[config.mk]
export PLATFORM = sky130hd
export DESIGN_NAME = down_counter_ctrl
export DESIGN_NICKNAME = d
export VERILOG_FILES = /design/src/rtl/down_counter_ctrl.sv
export SDC_FILE = /design/constraint.sdc
export NUM_CORES = 1
export LEC_CHECK = 0
export ABC_CLOCK_PERIOD_IN_PS = 1500
export BUFFER_PORTS_ARGS = -buffer_cell sky130_fd_sc_hd__buf_2
export CORE_AREA = 2 2 39 41
export DETAILED_ROUTE_END_ITERATION = 7
export DIE_AREA = 0 0 41 43
export GPL_ROUTABILITY_DRIVEN = 1
export PLACE_DENSITY = 0.71
export SETUP_SLACK_MARGIN = 0.05
export SYNTH_ARGS = -nofsm -noshare
export SYNTH_HDL_FRONTEND = slang
export SYNTH_SLANG_ARGS = --single-unit
[constraint.sdc]
create_clock -name clk -period 1.5 [get_ports clk]
set_input_delay 0.075 -clock clk [delete_from_list [all_inputs] [get_ports clk]]
set_output_delay 0.075 -clock clk [all_outputs]
set_load 0.01 [all_outputs]
[src/rtl/down_counter_ctrl.sv]
// Command-driven WIDTH-bit down counter with pause/abort and a one-cycle done pulse.
// Optional auto-reload mode is enabled by defining TIMER_AUTO_RELOAD_EN.
module down_counter_ctrl #(
    parameter int unsigned WIDTH = 4
) (
    input  logic             clk,
    input  logic             rst_n,
    input  logic             cmd_valid,
    output logic             cmd_ready,
    input  logic [WIDTH-1:0] cmd_len,
    input  logic             pause,
    input  logic             abort,
`ifdef TIMER_AUTO_RELOAD_EN
    input  logic             cmd_reload,
`endif
    output logic [WIDTH-1:0] count,
    output logic             busy,
    output logic             done,
    output logic             aborted
);

    typedef enum logic [1:0] {
        S_IDLE = 2'd0,
        S_RUN  = 2'd1,
        S_DONE = 2'd2
    } state_t;

    state_t           state_q;
    state_t           state_d;
    logic [WIDTH-1:0] count_d;
    logic             done_d;
    logic             aborted_d;

`ifdef TIMER_AUTO_RELOAD_EN
    logic [WIDTH-1:0] len_q;
    logic [WIDTH-1:0] len_d;
    logic             reload_q;
    logic             reload_d;
`endif

    assign cmd_ready = (state_q == S_IDLE);
    assign busy      = (state_q != S_IDLE);

    // State, counter and pulse registers
    always_ff @(posedge clk or negedge rst_n) begin
        if (!rst_n) begin
            state_q  <= S_IDLE;
            count    <= '0;
            done     <= 1'b0;
            aborted  <= 1'b0;
`ifdef TIMER_AUTO_RELOAD_EN
            len_q    <= '0;
            reload_q <= 1'b0;
`endif
        end else begin
            state_q  <= state_d;
            count    <= count_d;
            done     <= done_d;
            aborted  <= aborted_d;
`ifdef TIMER_AUTO_RELOAD_EN
            len_q    <= len_d;
            reload_q <= reload_d;
`endif
        end
    end

    // Next-state and next-output logic
    always_comb begin
        state_d   = state_q;
        count_d   = count;
        aborted_d = 1'b0;
`ifdef TIMER_AUTO_RELOAD_EN
        len_d     = len_q;
        reload_d  = reload_q;
`endif
        unique case (state_q)
            S_IDLE: begin
                if (cmd_valid) begin
                    count_d = cmd_len;
`ifdef TIMER_AUTO_RELOAD_EN
                    len_d    = cmd_len;
                    reload_d = cmd_reload;
`endif
                    state_d = (cmd_len == '0) ? S_DONE : S_RUN;
                end
            end
            S_RUN: begin
                if (abort) begin
                    state_d   = S_IDLE;
                    count_d   = '0;
                    aborted_d = 1'b1;
`ifdef TIMER_AUTO_RELOAD_EN
                    reload_d  = 1'b0;
`endif
                end else if (pause) begin
                    count_d = count;
                end else if (count <= WIDTH'(1)) begin
                    // 1 -> 0 leaves RUN; never decrement below zero
                    count_d = '0;
                    state_d = S_DONE;
                end else begin
                    count_d = count - WIDTH'(1);
                end
            end
            S_DONE: begin
                count_d = '0;
                state_d = S_IDLE;
`ifdef TIMER_AUTO_RELOAD_EN
                if (reload_q) begin
                    if (abort) begin
                        aborted_d = 1'b1;
                        reload_d  = 1'b0;
                    end else if (len_q == '0) begin
                        state_d = S_DONE;
                    end else begin
                        count_d = len_q;
                        state_d = S_RUN;
                    end
                end
`endif
            end
            default: begin
                state_d = S_IDLE;
                count_d = '0;
            end
        endcase
        // done is high for every cycle spent in DONE
        done_d = (state_d == S_DONE);
    end

endmodule

# Word level (Yosys, flattened, before mapping)
# Index checks and enable logic that the tools add are counted.
# totals
out_inout_bits	8
inputBits	9
reg_bits	8
# classes
addsub	1
n_reduce_logical	4
eq_ne	4
muxes	13
order_cmp	1
# op_table
op	n
4-bit two-way mux	4
2-bit two-way mux	5
4-bit case mux with 2 select lines	1
4-bit by 1-bit <= comparator with 1-bit output, second input constant	1
4-bit logical NOT	1
2-bit case mux with 2 select lines	1
4-bit by 1-bit subtractor with 4-bit output, second input constant	1
3-bit inequality test, second input constant	1
2-bit by 1-bit == test with 1-bit output, second input constant	1
2-bit == test, second input constant	1
2-bit logical NOT	1
1-bit two-way mux	2
2-bit inequality test, second input constant	1
2-bit AND reduction	1
2-bit nonzero test	1

# Longest topological paths before layout
# Gate-level depths: netlist of run 1.
# logic_depth
depth_word	6
ltp_mapped	5
mapped_depth_nobuf	5

# Worst setup path before layout of run 1
# No wires, ideal clock.
# synth_timing
path_type	flip-flop to flip-flop
start	register count[0]
end	register state_q[0]
setup_time_ns	0.110
period_less_slack_ns	1.489
required_time_ns	1.390
setup_slack_ns	0.011
arrival_ns	1.379
stages_incl_launch_ff	6
n_path_buf	0
cell_sequence	dfrtp_1 > inv_1 > ha_1 > or2_1 > and3b_1 > o41ai_1
# synth_via
elab_chain_cells	5
# synth_lines
element	line_no	rtl
start: declaration	16	output logic [WIDTH-1:0] count,
start signal: assignment	57	count <= count_d;
4-bit by 1-bit <= comparator with 1-bit output	97	end else if (count <= WIDTH'(1)) begin
2-bit two-way mux	97	
2-bit two-way mux	95	end else if (pause) begin
2-bit two-way mux	88	if (abort) begin
2-bit case mux with 2 select lines	76	unique case (state_q)
net state_d[0]	29	state_t state_d;
end signal: assignment	56	state_q <= state_d;
end: declaration	28	state_t state_q;
# The timed path passes the listed nets, and every way through them passes these cells.
# A chain may end at the register's enable or synchronous reset.

# Worst setup path after layout of run 1
# layout_timing
start	register count[1]
end	register state_q[1]
# Same word-level chain as after synthesis.

==> run_results.csv, run 1 <==
group,metric,value,unit
power_and_ir_drop,p_clk_frac,0.134,
routing,wire_per_inst,14.6,um
run,maxCapViolCount,0,
logic_synthesis,syn_nets,56,
logic_synthesis,yosysSeqAreaShare,0.428,
hold_path,worstHoldPathType,"primary input to register",
routing,dr.pass1.iters,4,
worst_setup_path,rrSetupSlack,5,ps
timing,report.final.hold_viol_count,0,
cells_and_area,nets,85,
timing,slew_headroom,0.663,
clock_network,cts_buffers,3,
global_routing,grt_first_pass_wirelength,1840,um
power_and_ir_drop,cellPowerDensity,1830,mW/mm^2
timing,min_period_over_period,0.997,
routing,routed_wl,1300,um
routing,vias_per_cell,5.55,
power_and_ir_drop,seqPwrFrac,0.289,
placed_design,placed_area,599,sq um
worst_setup_path,reg2regPathDepth,5,
hold_path,hold_depth,2,
worst_setup_path,cp-end-kind,"register",
worst_setup_path,cp.required,1630,ps
worst_setup_path,cp-start-kind,"register",
timing,setup_ws,4.95,ps
floorplanning,initial_core_util,0.338,
worst_setup_path,r2r_start,"count[1]",
timing,report.final.setup_viol,0,
logic_synthesis,netlist_instances,45,
hold_path,hp-start,"cmd_len[1]",
placed_design,gp_congestion,0.794,
logic_synthesis,synthFlopType,"dfrtp_1",
logic_synthesis,syn_avg_cell_area,10.4,sq um
timing,fmax,669,MHz
worst_setup_path,r2r_end,"state_q[1]",
routing,vias,494,
floorplanning,ioPinCount,17,
power_and_ir_drop,share_comb_of_total_power,0.577,
timing,rsz0062_at_grt,"yes",
clock_network,cts_buffer_depth,2,
worst_setup_path,crit_fanout,4,
worst_setup_path,worstSetupPathType,"register to register",
logic_synthesis,synth_cell_types,26,
power_and_ir_drop,switching_share,0.398,
power_and_ir_drop,p_leak,0.333,nW
power_and_ir_drop,internal-power,763,uW
clock_network,cts_max_level,1,
floorplanning,rows,14,
worst_setup_path,cp.arrival,1620,ps
clock_network,worstSkewPairLatency,250,ps
clock_network,clkTransAtPathRegs,60,ps
power_and_ir_drop,p_switching,504,uW
cells_and_area,fillCellCount,127,
logic_synthesis,synthArstFlopShare,1.00,
cells_and_area,num_antenna_cells,0,
global_routing,overflow,0,
cells_and_area,drive_gt1_frac,0.507,
logic_synthesis,synth_edf_count,0,
timing,worstMarginPinSlew,501,ps
clock_network,clkSinkCount,8,
timing,slew_viol_final,0,
status,status,"complete, no violations",
routing,drc_errors,0,
logic_synthesis,ys_ff_latch,8,
global_routing,grt_max_degree,9,
placed_design,dp_slack,4.23,ps
routing,ant_nets,0,
cells_and_area,syn2layout_area_growth,48.4,%
global_routing,grt_pass1_vias,429,
timing,finalCriticalPeriod,1500,ps
floorplanning,fp.dieH,43,um
cells_and_area,finish.instance_area,694,sq um
floorplanning,die_w,41,um
logic_synthesis,syn-cell-area,468,sq um
floorplanning,die-area,0.00176,sq mm
global_routing,antenna_found_initial,0,
routing,drt_iter0_markers,15,
placed_design,io_buffers,16,
timing,whs,70.4,ps
hold_path,holdPathEnd,"count[1]",
placed_design,dp_hpwl,938,um
floorplanning,core_area,0.00138,sq mm
clock_network,root_buffer,"clkbuf_4",
clock_network,cts_tree,"done",
global_routing,grt_usage,0.163,
power_and_ir_drop,vdd_ir_drop_max,0.578,mV
logic_synthesis,yosysWarningCount,0,
timing,clock_skew,10.7,ps
==> critical path, stage by stage (launching register included) <==
cell,delay (ps)
dfrtp_1,400
inv_2,80
ha_4,160
or2_4,250
and3b_2,240
a22o_1,240
==> layer usage <==
layer	up-vias	track usage	share of wire
met3	2	0.0314	0.054
met5	-	0	0
met2	17	0.234	0.50
met1	241	0.203	0.42
li1	234	-	-
met4	0	0.120	0.018
==> synthesized netlist by cell type, drive strengths merged, types with 2 or more instances <==
master / count / area, sq um
ha: 2 / 25.0
or2: 2 / 12.5
a211oi: 2 / 15.0
nor2: 3 / 11.3
dfrtp: 8 / 200
inv: 4 / 15.0
a22o: 2 / 17.5
nand2b: 2 / 12.5
a221o: 3 / 30.0
nand3b: 2 / 15.0
==> state kept, by name, indices dropped and copies added, names as in the netlist <==
register	count
state_q	2
done	1
aborted	1
count	4
==> power by group through the flow <==
stage	clock, mW	sequential (mW)	combinational (mW)
5_1_grt	0.189	0.381	0.791
6_report	0.170	0.366	0.732
3_5_place_dp	0	0.368	0.553
4_1_cts	0.177	0.356	0.603
3_3_place_gp	0	0.362	0.546
2_1_floorplan	0	0.396	0.293
==> cells in the final DEF (no fill, tap or decap), types with 2 or more instances in the layout <==
| cell type | instances |
|---|---|
| clkbuf_4 | 3 |
| a22o_1 | 2 |
| inv_2 | 2 |
| buf_2 | 16 |
| nor2_1 | 3 |
| inv_1 | 2 |
| nand3b_1 | 2 |
| a221o_1 | 3 |
| ha_4 | 2 |
| nand2b_1 | 2 |
| a211oi_1 | 2 |
| dfrtp_1 | 7 |
| buf_4 | 7 |
==> how the worst max path moves through the flow <==
| stage | from | end | slack (ps) |
|---|---|---|---|
| detailed placement | count[0] | state_q[0] | 4 |
| CTS | count[0] | state_q[0] | 30 |
| global placement | count[0] | done | 40 |
| global route | count[1] | state_q[1] | -20 |
| finish | count[1] | state_q[1] | 5 |
| floorplan | count[1] | state_q[0] | 60 |
==> kinds of logic after synthesis <==
group / count (synthesis) / synth area share
AND/OR/NAND/NOR: 17 / 0.235
adder cells (fa/ha/maj): 2 / 0.0535
AO/OA/AOI/OAI: 14 / 0.251
buffers and inverters: 4 / 0.0321
flip-flops: 8 / 0.428
==> through the flow <==
step	total power, mW	utilization	TNS (ps)	cells
finish	1.27	0.502	0	89
global route	1.36	0.502	-43.5	89
CTS	1.14	0.470	0	88
detailed placement	0.921	0.433	0	81
global placement	0.909	0.433	0	81
floorplan	0.689	-	0	45
==> area by class of cell <==
class,instances,area (sq um),share of cell area
flip-flops and latches,8,201,0.290
multi-input cells,33,289,0.416
repair buffers,24,143,0.205
well taps,16,20.0,0.0288
clock buffers,4,26.3,0.0378
inverters,4,15.0,0.0216
==> timing repair <==
| action | 4_1_cts | 5_1_grt |
|---|---|---|
| hold buffers | 1 | 0 |
| setup endpoints to repair | 4 | 6 |
| pin swaps | 0 | 2 |
| setup buffers | 2 | 1 |
| hold endpoints to repair | 8 | 0 |
| gates resized for setup | 0 | 9 |
Note: power is estimated with default switching activity, not from simulation.
==> run 2: changes to the inputs <==
RECOVER_POWER = 50   (was default)
SLEW_MARGIN = 30   (was default)
==> run_results.csv, run 2 (synthesized netlist as in run 1, its figures left out) <==
group,metric,value,unit
worst_setup_path,critPathMaxStageDelay,400,ps
power_and_ir_drop,cellPowerDensity,1830,mW/mm^2
clock_network,cts_buffers,3,
routing,wire_per_inst,14.5,um
floorplanning,initial_core_util,0.338,
routing,vias,497,
worst_setup_path,critPathTopFamily,"simple AND/OR/NAND/NOR gates",
clock_network,worstSkewPairLatency,250,ps
global_routing,grt_usage,0.163,
status,status,"complete, no violations",
timing,finalCriticalPeriod,1490,ps
cells_and_area,regMostFlops,"count",
timing,report.final.hold_viol_count,0,
placed_design,gp_congestion,0.794,
worst_setup_path,cp-end-kind,"register",
global_routing,antenna_found_initial,0,
timing,worstMarginPinSlew,502,ps
routing,drc_errors,0,
floorplanning,die-area,0.00176,sq mm
worst_setup_path,rrSetupSlack,7,ps
clock_network,clkSinkCount,8,
cells_and_area,regArea,201,sq um
clock_network,clkTransAtPathRegs,60,ps
floorplanning,rows,14,
clock_network,cts_tree,"done",
clock_network,cts_max_level,1,
timing,rsz0062_at_grt,"yes",
worst_setup_path,path_cells,"inv_2 -> ha_4 -> or2_4 -> and3b_2 -> a22o_1",
power_and_ir_drop,p_leak,0.326,nW
timing,slew_viol_final,0,
routing,met3WireLength,83,um
routing,ant_nets,0,
routing,routed_wl,1290,um
timing,slew_headroom,0.662,
worst_setup_path,cp.arrival,1620,ps
cells_and_area,fillCellCount,129,
run,maxCapViolCount,0,
timing,report.final.setup_viol,0,
cells_and_area,num_antenna_cells,0,
worst_setup_path,cp.required,1630,ps
routing,wl_met2,647,um
worst_setup_path,cp-start-kind,"register",
clock_network,root_buffer,"clkbuf_4",
worst_setup_path,crit_fanout,4,
global_routing,grt_first_pass_wirelength,1840,um
global_routing,overflow,0,
timing,whs,69.3,ps
routing,wl_met1,528,um
power_and_ir_drop,vdd_ir_drop_max,0.577,mV
cells_and_area,final_common_cell,"buf_2",
cells_and_area,final_cell_mix,"15 x buf_2, 7 x dfrtp_1, 6 x buf_4",
timing,fmax,670,MHz
routing,vias_per_cell,5.58,
hold_path,worstHoldPathType,"primary input to register",
cells_and_area,drive_gt1_frac,0.479,
placed_design,io_buffers,16,
worst_setup_path,worstSetupPathType,"register to register",
placed_design,dp_hpwl,938,um
floorplanning,die_w,41,um
routing,drt_iter0_markers,15,
placed_design,dp.cells,81,
cells_and_area,multi_input_area,289,sq um
cells_and_area,instances_no_fill,89,
timing,clock_skew,10.7,ps
routing,dr.max_layer_used,"met4",
floorplanning,core_area,0.00138,sq mm
routing,dr.pass1.iters,6,
global_routing,grt_max_degree,9,
floorplanning,fp.dieH,43,um
floorplanning,ioPinCount,17,
cells_and_area,nets,85,
worst_setup_path,slowest_stage,"dfrtp_1",
worst_setup_path,path_buf_inv,1,
cells_and_area,reg_top3,"count: 4 flops, state_q: 2 flops",
timing,min_period_over_period,0.995,
global_routing,grt_pass1_vias,429,
cells_and_area,syn2layout_area_growth,47.3,%
clock_network,cts_buffer_depth,2,
cells_and_area,largest_register_ffs,4,
## run 2: changes by cell type in the layout (fill, tap and decap cells not counted), sizes merged
cell	delta
clkbuf	+2
buf	-2
## run 2: worst register-to-register path: stages, from the launching register on
cell     delay (ps)
dfrtp_1         400
inv_2            80
ha_4            160
or2_4           250
and3b_2         240
a22o_1          240
## run 2: worst paths after layout
| kind | startpoint | end | cells past startpoint |
|---|---|---|---|
| setup / recovery | count[1] | state_q[1] | 5 |
| hold reg to reg | state_q[0] | aborted | 2 |
| setup reg to reg | count[1] | state_q[1] | 5 |
| max in group asynchronous | rst_n | count[0] | 2 |
| hold / removal | cmd_len[1] | count[1] | 2 |
| min in group asynchronous | rst_n | count[3] | 2 |
## run 2: power by group
part	total, mW	leakage, nW	switching (mW)	internal (mW)
clock	0.171	0.0150	0.0691	0.101
combinational	0.726	0.208	0.357	0.369
sequential	0.366	0.103	0.0770	0.289
## run 2: repair_timing
action                                 CTS  global route
setup endpoints to repair                4             6
setup buffers                            2             1
resized for setup                        0             9
endpoints found under the hold margin    8             0
hold buffers                             1             0
gates cloned                             0             0
pin swaps                                0             2
## run 2: final cells by class
| class | instances | share of cell area |
|---|---|---|
| sequential | 8 | 0.292 |
| multi-input combinational | 33 | 0.419 |
| tap | 16 | 0.0290 |
| clock buffer | 4 | 0.0381 |
| timing repair buffer | 24 | 0.200 |
| inverter | 4 | 0.0218 |
## run 2: per-layer routing
layer  up-vias  GRT usage
met5         -          0
met4         0      0.120
met3         4     0.0314
li1        234          -
met2        23      0.234
met1       236      0.203
## run 2: per-stage QoR
| stage | power, mW | TNS [ps] | util | instance area (sq um) | setup WS (ps) |
|---|---|---|---|---|---|
| 3_5_place_dp | 0.921 | 0 | 0.433 | 599 | 4.23 |
| 3_3_place_gp | 0.909 | 0 | 0.433 | 599 | 41.1 |
| 6_report | 1.26 | 0 | 0.498 | 689 | 7.43 |
| 2_1_floorplan | 0.689 | 0 | - | 469 | 64.5 |
| 5_1_grt | 1.36 | -43.5 | 0.498 | 689 | -20.3 |
| 4_1_cts | 1.14 | 0 | 0.470 | 651 | 28.9 |
